===== src/rtl/sll_seq.sv =====
// rtl/sll_seq.sv - sequential 32-bit logical left shifter, five-stage barrel walked one stage per cycle
module sll_seq (
  input  logic        clk,
  input  logic        rst_n,
  input  logic        start,
  input  logic [31:0] A,
  input  logic [31:0] B,
  input  logic [3:0]  Op,
  output logic        busy,
  output logic        done,
  output logic [31:0] Result,
  output logic        Carryout,
  output logic        Overflow
);

  typedef enum logic [1:0] {
    IDLE  = 2'd0,
    SHIFT = 2'd1,
    DONE  = 2'd2
  } state_t;

  state_t      state_q;
  logic [31:0] work_q;
  logic [31:0] work_d;
  logic [4:0]  amt_q;
  logic [2:0]  stage_q;
  logic        carry_q;
  logic        carry_d;
  logic [31:0] result_q;
  logic        carryout_q;
  logic        busy_q;
  logic        done_q;

  // Op and the upper amount bits exist only for ALU-slice port compatibility.
  logic unused_inputs;
  assign unused_inputs = ^{Op, B[31:5]};

  // One barrel stage per cycle: stage k shifts by 2^k when amount bit k is set.
  // The bit landing in carry is the last one pushed past bit 31 by that stage;
  // because earlier stages already moved the word, the final stage that fires
  // leaves carry equal to the captured A[32-n].
  always_comb begin
    work_d  = work_q;
    carry_d = carry_q;
    case (stage_q)
      3'd0: if (amt_q[0]) begin
        carry_d = work_q[31];
        work_d  = {work_q[30:0], 1'b0};
      end
      3'd1: if (amt_q[1]) begin
        carry_d = work_q[30];
        work_d  = {work_q[29:0], 2'b0};
      end
      3'd2: if (amt_q[2]) begin
        carry_d = work_q[28];
        work_d  = {work_q[27:0], 4'b0};
      end
      3'd3: if (amt_q[3]) begin
        carry_d = work_q[24];
        work_d  = {work_q[23:0], 8'b0};
      end
      3'd4: if (amt_q[4]) begin
        carry_d = work_q[16];
        work_d  = {work_q[15:0], 16'b0};
      end
      default: begin
        work_d  = work_q;
        carry_d = carry_q;
      end
    endcase
  end

  // Control FSM with registered busy/done and result holding registers.
  always_ff @(posedge clk or negedge rst_n) begin
    if (!rst_n) begin
      state_q    <= IDLE;
      work_q     <= 32'h0;
      amt_q      <= 5'h0;
      stage_q    <= 3'h0;
      carry_q    <= 1'b0;
      result_q   <= 32'h0;
      carryout_q <= 1'b0;
      busy_q     <= 1'b0;
      done_q     <= 1'b0;
    end else begin
      done_q <= 1'b0;
      case (state_q)
        IDLE, DONE: begin
          // DONE accepts start exactly like IDLE so operations can run back to back.
          if (start) begin
            work_q  <= A;
            amt_q   <= B[4:0];
            stage_q <= 3'h0;
            carry_q <= 1'b0;
            busy_q  <= 1'b1;
            state_q <= SHIFT;
          end else begin
            busy_q  <= 1'b0;
            state_q <= IDLE;
          end
        end
        SHIFT: begin
          work_q  <= work_d;
          carry_q <= carry_d;
          stage_q <= stage_q + 3'h1;
          if (stage_q == 3'd4) begin
            result_q   <= work_d;
            carryout_q <= carry_d;
            done_q     <= 1'b1;
            busy_q     <= 1'b0;
            state_q    <= DONE;
          end
        end
        default: begin
          busy_q  <= 1'b0;
          state_q <= IDLE;
        end
      endcase
    end
  end

  assign busy     = busy_q;
  assign done     = done_q;
  assign Result   = result_q;
  assign Carryout = carryout_q;
  assign Overflow = 1'b0;

endmodule


===== config.mk =====
export PLATFORM = sky130hd
export DESIGN_NAME = sll_seq
export DESIGN_NICKNAME = d
export VERILOG_FILES = /design/src/rtl/sll_seq.sv
export SDC_FILE = /design/constraint.sdc
export NUM_CORES = 1
export LEC_CHECK = 0
export ABC_AREA = 0
export CAP_MARGIN = 20
export CELL_PAD_IN_SITES_DETAIL_PLACEMENT = 2
export CELL_PAD_IN_SITES_GLOBAL_PLACEMENT = 2
export CORE_MARGIN = 1
export CORE_UTILIZATION = 32
export DETAILED_ROUTE_END_ITERATION = 8
export PLACE_DENSITY_LB_ADDON = 0.1
export SYNTH_ARGS = -nofsm -noshare
export SYNTH_HDL_FRONTEND = slang
export SYNTH_SLANG_ARGS = --single-unit

===== constraint.sdc =====
create_clock -name clk -period 4.6 [get_ports clk]
set_input_delay 0.69 -clock clk [delete_from_list [all_inputs] [get_ports clk]]
set_output_delay 0.69 -clock clk [all_outputs]
set_load 0.01 [all_outputs]

==> impl_metrics.toml, run 1 <==
[outcome]
status = "complete, no violations"

[timing]
setup_viol = 0
timing.fmax_ghz = 0.3279
grt_setup_unrepaired = "false"
fin_crit_ns = 3.050
finalHoldViolCount = 0
fin_skew_ns = 0.01075
relSlewSlack_pct = 22.68
slew_violations = 0
min_period_over_period_pct = 66.30
worstMarginPinSlew_ns = 1.160
fin_tns_setup_ns = 0

[floorplanning]
die_h_um = 119.0
core_area_mm2 = 0.01330
io_pins = 107
chipWidth_um = 119.0
die-area_mm2 = 0.01415
start_util_pct = 32.92
row_count = 42

[routing]
routed.top_layer = "met4"
ant_nets = 0
drc = 0
vias_per_cell = 5.750
vias = 3996
met2WireLength_mm = 7.141
routedWlPerCell_um = 21.61
wl_met1_mm = 7.080
routed_wirelength_mm = 15.02
firstDrtPassIters = 5
wl_met3_um = 611
drtIter0Drc = 260

[logic_synthesis]
avgSynthCellArea_um2 = 9.473
yosysSeqAreaShare_pct = 44.03
yosys-top-cells-count = "dfrtp_1, nand2_1, nor2_1"
netlist_instances = 462
ys_types = 49
synthTopCellsByArea = "dfrtp_1, a221o_1, nand2_1"
yosysWarnings = 0
syn_nets = 538
yosysMostFrequentCell = "dfrtp_1"
ys.flop_type = "dfrtp_1"
synth_top_area_share_pct = 44.03
synth-async-reset-ratio_pct = 100.0
synth_edf_count = 0
synth_seq_cells = 77
synthesis.area_mm2 = 0.004377
synth_top_area_cell = "dfrtp_1"

[clocking]
clockBufferDepth = 2
cts-root-buf = "clkbuf_16"
cts-buffers-inserted = 9
cts_tree = "built"
cts_resized = 0
postCtsSetupBuffers = 0
clkSinkCount = 77
postCtsHoldBufs = 0
htreeDepth = 3
clk_latency_ns = 0.35
clkTransAtPathRegs_ns = 0.06

[worst_setup_path]
path_buf_inv = 2
cp-end-kind = "flip-flop"
slowest_stage = "dfrtp_1"
critPathTopFamily = "compound AO/OA/AOI/OAI gates"
crit_chain = "inv_1 -> ha_1 -> nor4_2 -> o21bai_1 -> buf_4 -> a21o_1 -> a221o_1"
cp.required_ns = 4.88
slowest_delay_ns = 0.64
worst_setup_path_start_kind = "flip-flop"
worstSetupPathType = "flip-flop to flip-flop"
path_max_fanout = 17
crit_arrival_ns = 3.33

[place]
dpl.cell_count = 677
port-buffer-count = 74
gp_congestion = 0.8071
hpwl_mm = 10.41

[power]
p_int_uw = 2425
cellPowerDensity_mw_per_mm2 = 806.2
swShare_pct = 45.28
power.switching_uw = 2007
vdd_ir_drop_max_mv = 0.2763
power_frac_clock_pct = 15.5
power_leakage_uw = 0.002236
pwr-share-seq_pct = 33.3
p_total_uw = 4432
power_frac_comb_pct = 51.2

[final_layout]
post-route-util_pct = 41.35
drive_gt1_share_pct = 7.129
diodes = 0
final_cells = 695
num-nets-final = 590
area_delta_synth_final_pct = 25.61
fillers = 1436

[run]
maxCapViolations = 0

[min_path]
hold_class = "primary input to asynchronous set/reset pin"

[grt]
gr-total-overflow = 0
grt_start_max_net_pins = 78
grt_pass1_vias = 4311
grt_pass1_wl_mm = 24.72
gr-usage-all-layers_pct = 22.64
grt_antenna_before_repair = 0
## state kept, by name, indices dropped and copies added, names as in the netlist
signal / flops
Result: 32
work_q: 32
amt_q: 5
stage_q: 3
Carryout: 1
busy: 1
carry_q: 1
done: 1
state_q: 1
## power groups by stage
stage                     Combinational [µW]  Clock [µW]  Sequential, µW
after detailed placement                2290           0            1480
after floorplan                         1520           0            1330
after global routing                    2510         738            1530
final                                   2270         687            1480
after CTS                               2300         708            1470
after global placement                  2210           0            1470
## final timing paths
| kind | start | end | slack (ns) | cells after the start |
|---|---|---|---|---|
| min in group clk | Result[6] | Result[6] | 0.48 | 2 |
| worst max register to register | stage_q[2] | work_q[19] | 1.55 | 7 |
| worst max-delay path | stage_q[2] | work_q[19] | 1.55 | 7 |
| worst min-delay path | rst_n | Result[1] | 0.30 | 1 |
| max in group asynchronous | rst_n | work_q[15] | 3.71 | 2 |
| worst min register to register | Result[6] | Result[6] | 0.48 | 2 |
## cell type report
class | instances | area [µm²] | area share, %
clock buffer | 11 | 252.7 | 4.597
clock inverter | 5 | 33.78 | 0.6145
inverter | 7 | 26.28 | 0.4779
multi-input combinational | 338 | 2220 | 40.37
sequential | 77 | 1927 | 35.05
tap | 176 | 220.2 | 4.005
timing repair buffer | 81 | 818.3 | 14.88
## placed cells by master, fill, tap and decap left out, types with 3 or more instances in the layout
| cell type | count |
|---|---|
| a221oi_1 | 7 |
| a31oi_1 | 27 |
| a221o_1 | 29 |
| dfrtp_1 | 77 |
| nor2b_1 | 3 |
| clkbuf_16 | 9 |
| inv_1 | 7 |
| and3b_1 | 3 |
| and3_1 | 4 |
| a22oi_1 | 27 |
| nand2_1 | 70 |
| o21ai_0 | 14 |
| a21o_1 | 3 |
| buf_4 | 6 |
| nand2b_1 | 4 |
| o21a_1 | 11 |
| clkdlybuf4s50_1 | 73 |
| nor2_1 | 51 |
| a222oi_1 | 10 |
| a22o_1 | 15 |
| mux2i_1 | 4 |
| ha_1 | 5 |
| mux2_1 | 8 |
| a21oi_1 | 11 |
| mux2_2 | 5 |
## kinds of logic (layout without fill, tap and decap cells)
group                    Yosys count  count (layout)  synth area share [%]
AO/OA/AOI/OAI                    170             170                 30.50
adder cells (fa/ha/maj)            5               5                 1.429
buffers and inverters             47             104                 5.317
flip-flops                        77              77                 44.03
multiplexers                      17              17                 4.260
other                              1               1               0.08568
AND/OR/NAND/NOR                  145             145                 14.38
## through the flow
| step | hold WS, ns | area [µm²] | setup slack (ns) |
|---|---|---|---|
| 6_report | 0.2977 | 5498 | 1.550 |
| 3_5_place_dp | 0.4733 | 5169 | 1.539 |
| 3_3_place_gp | 0.4601 | 5169 | 1.627 |
| 5_1_grt | 0.3172 | 5498 | 1.269 |
| 2_1_floorplan | 0.3944 | 4377 | 2.434 |
| 4_1_cts | 0.4866 | 5455 | 1.513 |
## worst register-to-register path, cell delays in order (launching register included)
cell	delay, ns
dfrtp_1	0.64
inv_1	0.26
ha_1	0.49
nor4_2	0.57
o21bai_1	0.18
buf_4	0.22
a21o_1	0.40
a221o_1	0.22
## layer usage
layer  GRT usage, %  vias to the layer above
met2          36.33                       97
met4          7.041                        0
met3          3.879                       14
li1               -                     1851
met5              0                        -
met1          31.00                     2034
Note: power is estimated with default switching activity, not from simulation.
==> run 2, diff against run 1 <==
Settings changed: CORE_UTILIZATION 32 to 27.
Clock period 4.6 ns to 2.6 ns, I/O delays scaled along.
==> impl_metrics.toml, run 2 (same netlist as run 1, synthesis figures left out) <==
[outcome]
violations = "hold timing"
status = "finished with violations"

[final_layout]
num-nets-final = 610
final_common_cell = "dfrtp_1"
drive_gt1_share_pct = 10.20
layout_common_cells = "dfrtp_1, clkdlybuf4s50_1, nand2_1, nor2_1, a221o_1"
area_delta_synth_final_pct = 30.59
fin_area_mm2 = 0.005715
diodes = 0

[clocking]
cts-root-buf = "clkbuf_16"
cts-buffers-inserted = 9
clkTransAtPathRegs_ns = 0.06
postCtsHoldBufs = 0
cts_tree = "built"
clockBufferDepth = 2
clk_latency_ns = 0.34
clkSinkCount = 77
htreeDepth = 3
cts_resized = 0
postCtsSetupBuffers = 0

[power]
cellPowerDensity_mw_per_mm2 = 1443
power_frac_comb_pct = 53.6
p_int_uw = 4555
swShare_pct = 44.76
vdd_ir_drop_max_mv = 0.3991
power_leakage_uw = 0.002334
power.switching_uw = 3691
power_frac_clock_pct = 15.6
pwr-share-seq_pct = 30.8

[routing]
drc = 0
drtIter0Drc = 414
ant_nets = 0
routedWlPerCell_um = 21.78
vias_per_cell = 5.479
firstDrtPassIters = 5
vias = 4137
routed_wirelength_mm = 16.44

[worst_setup_path]
cp-end-kind = "flip-flop"
crit_chain = "inv_1 -> ha_1 -> and3b_1 -> buf_4 -> buf_4 -> a22oi_1 -> a31oi_1 -> a221o_1"
slowest_delay_ns = 0.42
path_max_fanout = 14
slowest_stage = "dfrtp_1"
crit_end = "work_q[29]"
cp.required_ns = 2.82
rr_worst_depth = 8
r2r-start = "stage_q[0]"
crit_arrival_ns = 2.66
crit_start = "stage_q[0]"
r2r_slack_ns = 0.17
rr_endpoint = "work_q[29]"
crit_top_cell = "buf_4"
worst_setup_path_start_kind = "flip-flop"
worstSetupPathType = "flip-flop to flip-flop"

[timing]
timing.fmax_ghz = 0.4109
finalHoldViolCount = 3
fin_skew_ns = 0.003190
fin_crit_ns = 2.434
setup_viol = 0
grt_setup_unrepaired = "false"
slew_violations = 0
min_period_over_period_pct = 93.60
whs_ns = -0.006102
relSlewSlack_pct = 59.89
worstMarginPinSlew_ns = 0.6016
fin_tns_setup_ns = 0

[floorplanning]
core_area_mm2 = 0.01583
die_h_um = 129.3
start_util_pct = 27.65
row_count = 46
die-area_mm2 = 0.01672
io_pins = 107
chipWidth_um = 129.3

[grt]
grt_start_max_net_pins = 52
gr-usage-all-layers_pct = 20.98
grt_pass1_wl_mm = 26.29
gr-total-overflow = 0
grt_antenna_before_repair = 0
grt_pass1_vias = 4562

[min_path]
hold_class = "primary input to asynchronous set/reset pin"

[place]
gp_congestion = 0.8390
dpl_cell_area_mm2 = 0.005421
hpwl_mm = 11.70
port-buffer-count = 74

[run]
maxCapViolations = 0
-- run 2: metrics by stage --
| stage | std cells | total power (µW) | setup slack (ns) | util (%) |
|---|---|---|---|---|
| final | 755 | 8246 | 0.1664 | 36.11 |
| after global routing | 755 | 8849 | 0.06660 | 36.11 |
| after CTS | 755 | 8351 | 0.2192 | 36.11 |
| after detailed placement | 739 | 7017 | 0.2389 | 34.25 |
| after global placement | 739 | 6876 | 0.2833 | 34.25 |
| after floorplan | 462 | 5057 | 0.4341 | - |
-- run 2: worst max-delay path: cells and delay by family (launching register included) --
kind | cells | cell delay, ns
buf+inv | 3 | 0.53
simple gates | 1 | 0.41
flops | 1 | 0.42
compound gates | 3 | 0.67
fa+ha+maj | 1 | 0.27
-- run 2: worst min-delay path by stage --
stage	from	to	slack, ns	depth (start not counted)
after floorplan	rst_n	Carryout	0.09	0
after global placement	rst_n	Result[2]	0.37	1
after detailed placement	rst_n	Result[2]	0.38	1
after CTS	rst_n	Result[2]	0.008	1
after global routing	rst_n	Result[2]	0.02	1
final	rst_n	Result[2]	-0.006	1
-- run 2: area by class of cell --
cell class | count | area (µm²)
clock buffer | 12 | 246.5
clock inverter | 4 | 47.55
fill | 1752 | 10110
inverter | 7 | 26.28
multi-input combinational | 338 | 2220
sequential | 77 | 1927
tap | 216 | 270.3
timing repair buffer | 101 | 978.4
-- run 2: metal layers --
layer	part of all wire (%)	GRT usage, %	wire, µm	vias up
met5	0	0	0	-
met4	1.3	6.367	211	0
met1	48	28.50	7811	2117
met3	4.8	4.088	785	14
li1	-	-	-	1886
met2	46	33.65	7636	120
-- run 2: power groups by stage --
| stage | registers (µW) | logic [µW] | clock network, µW |
|---|---|---|---|
| global placement | 2530 | 4350 | 0 |
| finish | 2540 | 4420 | 1280 |
| global route | 2620 | 4850 | 1370 |
| detailed placement | 2560 | 4460 | 0 |
| floorplan | 2360 | 2700 | 0 |
| CTS | 2540 | 4480 | 1330 |
==> run 3, diff against run 2 <==
Settings changed: ABC_CLOCK_PERIOD_IN_PS set to 2600, CTS_CLUSTER_DIAMETER set to 120.
==> results of run 3 <==
The final DEF is identical to that of run 2; final timing and power are the same.
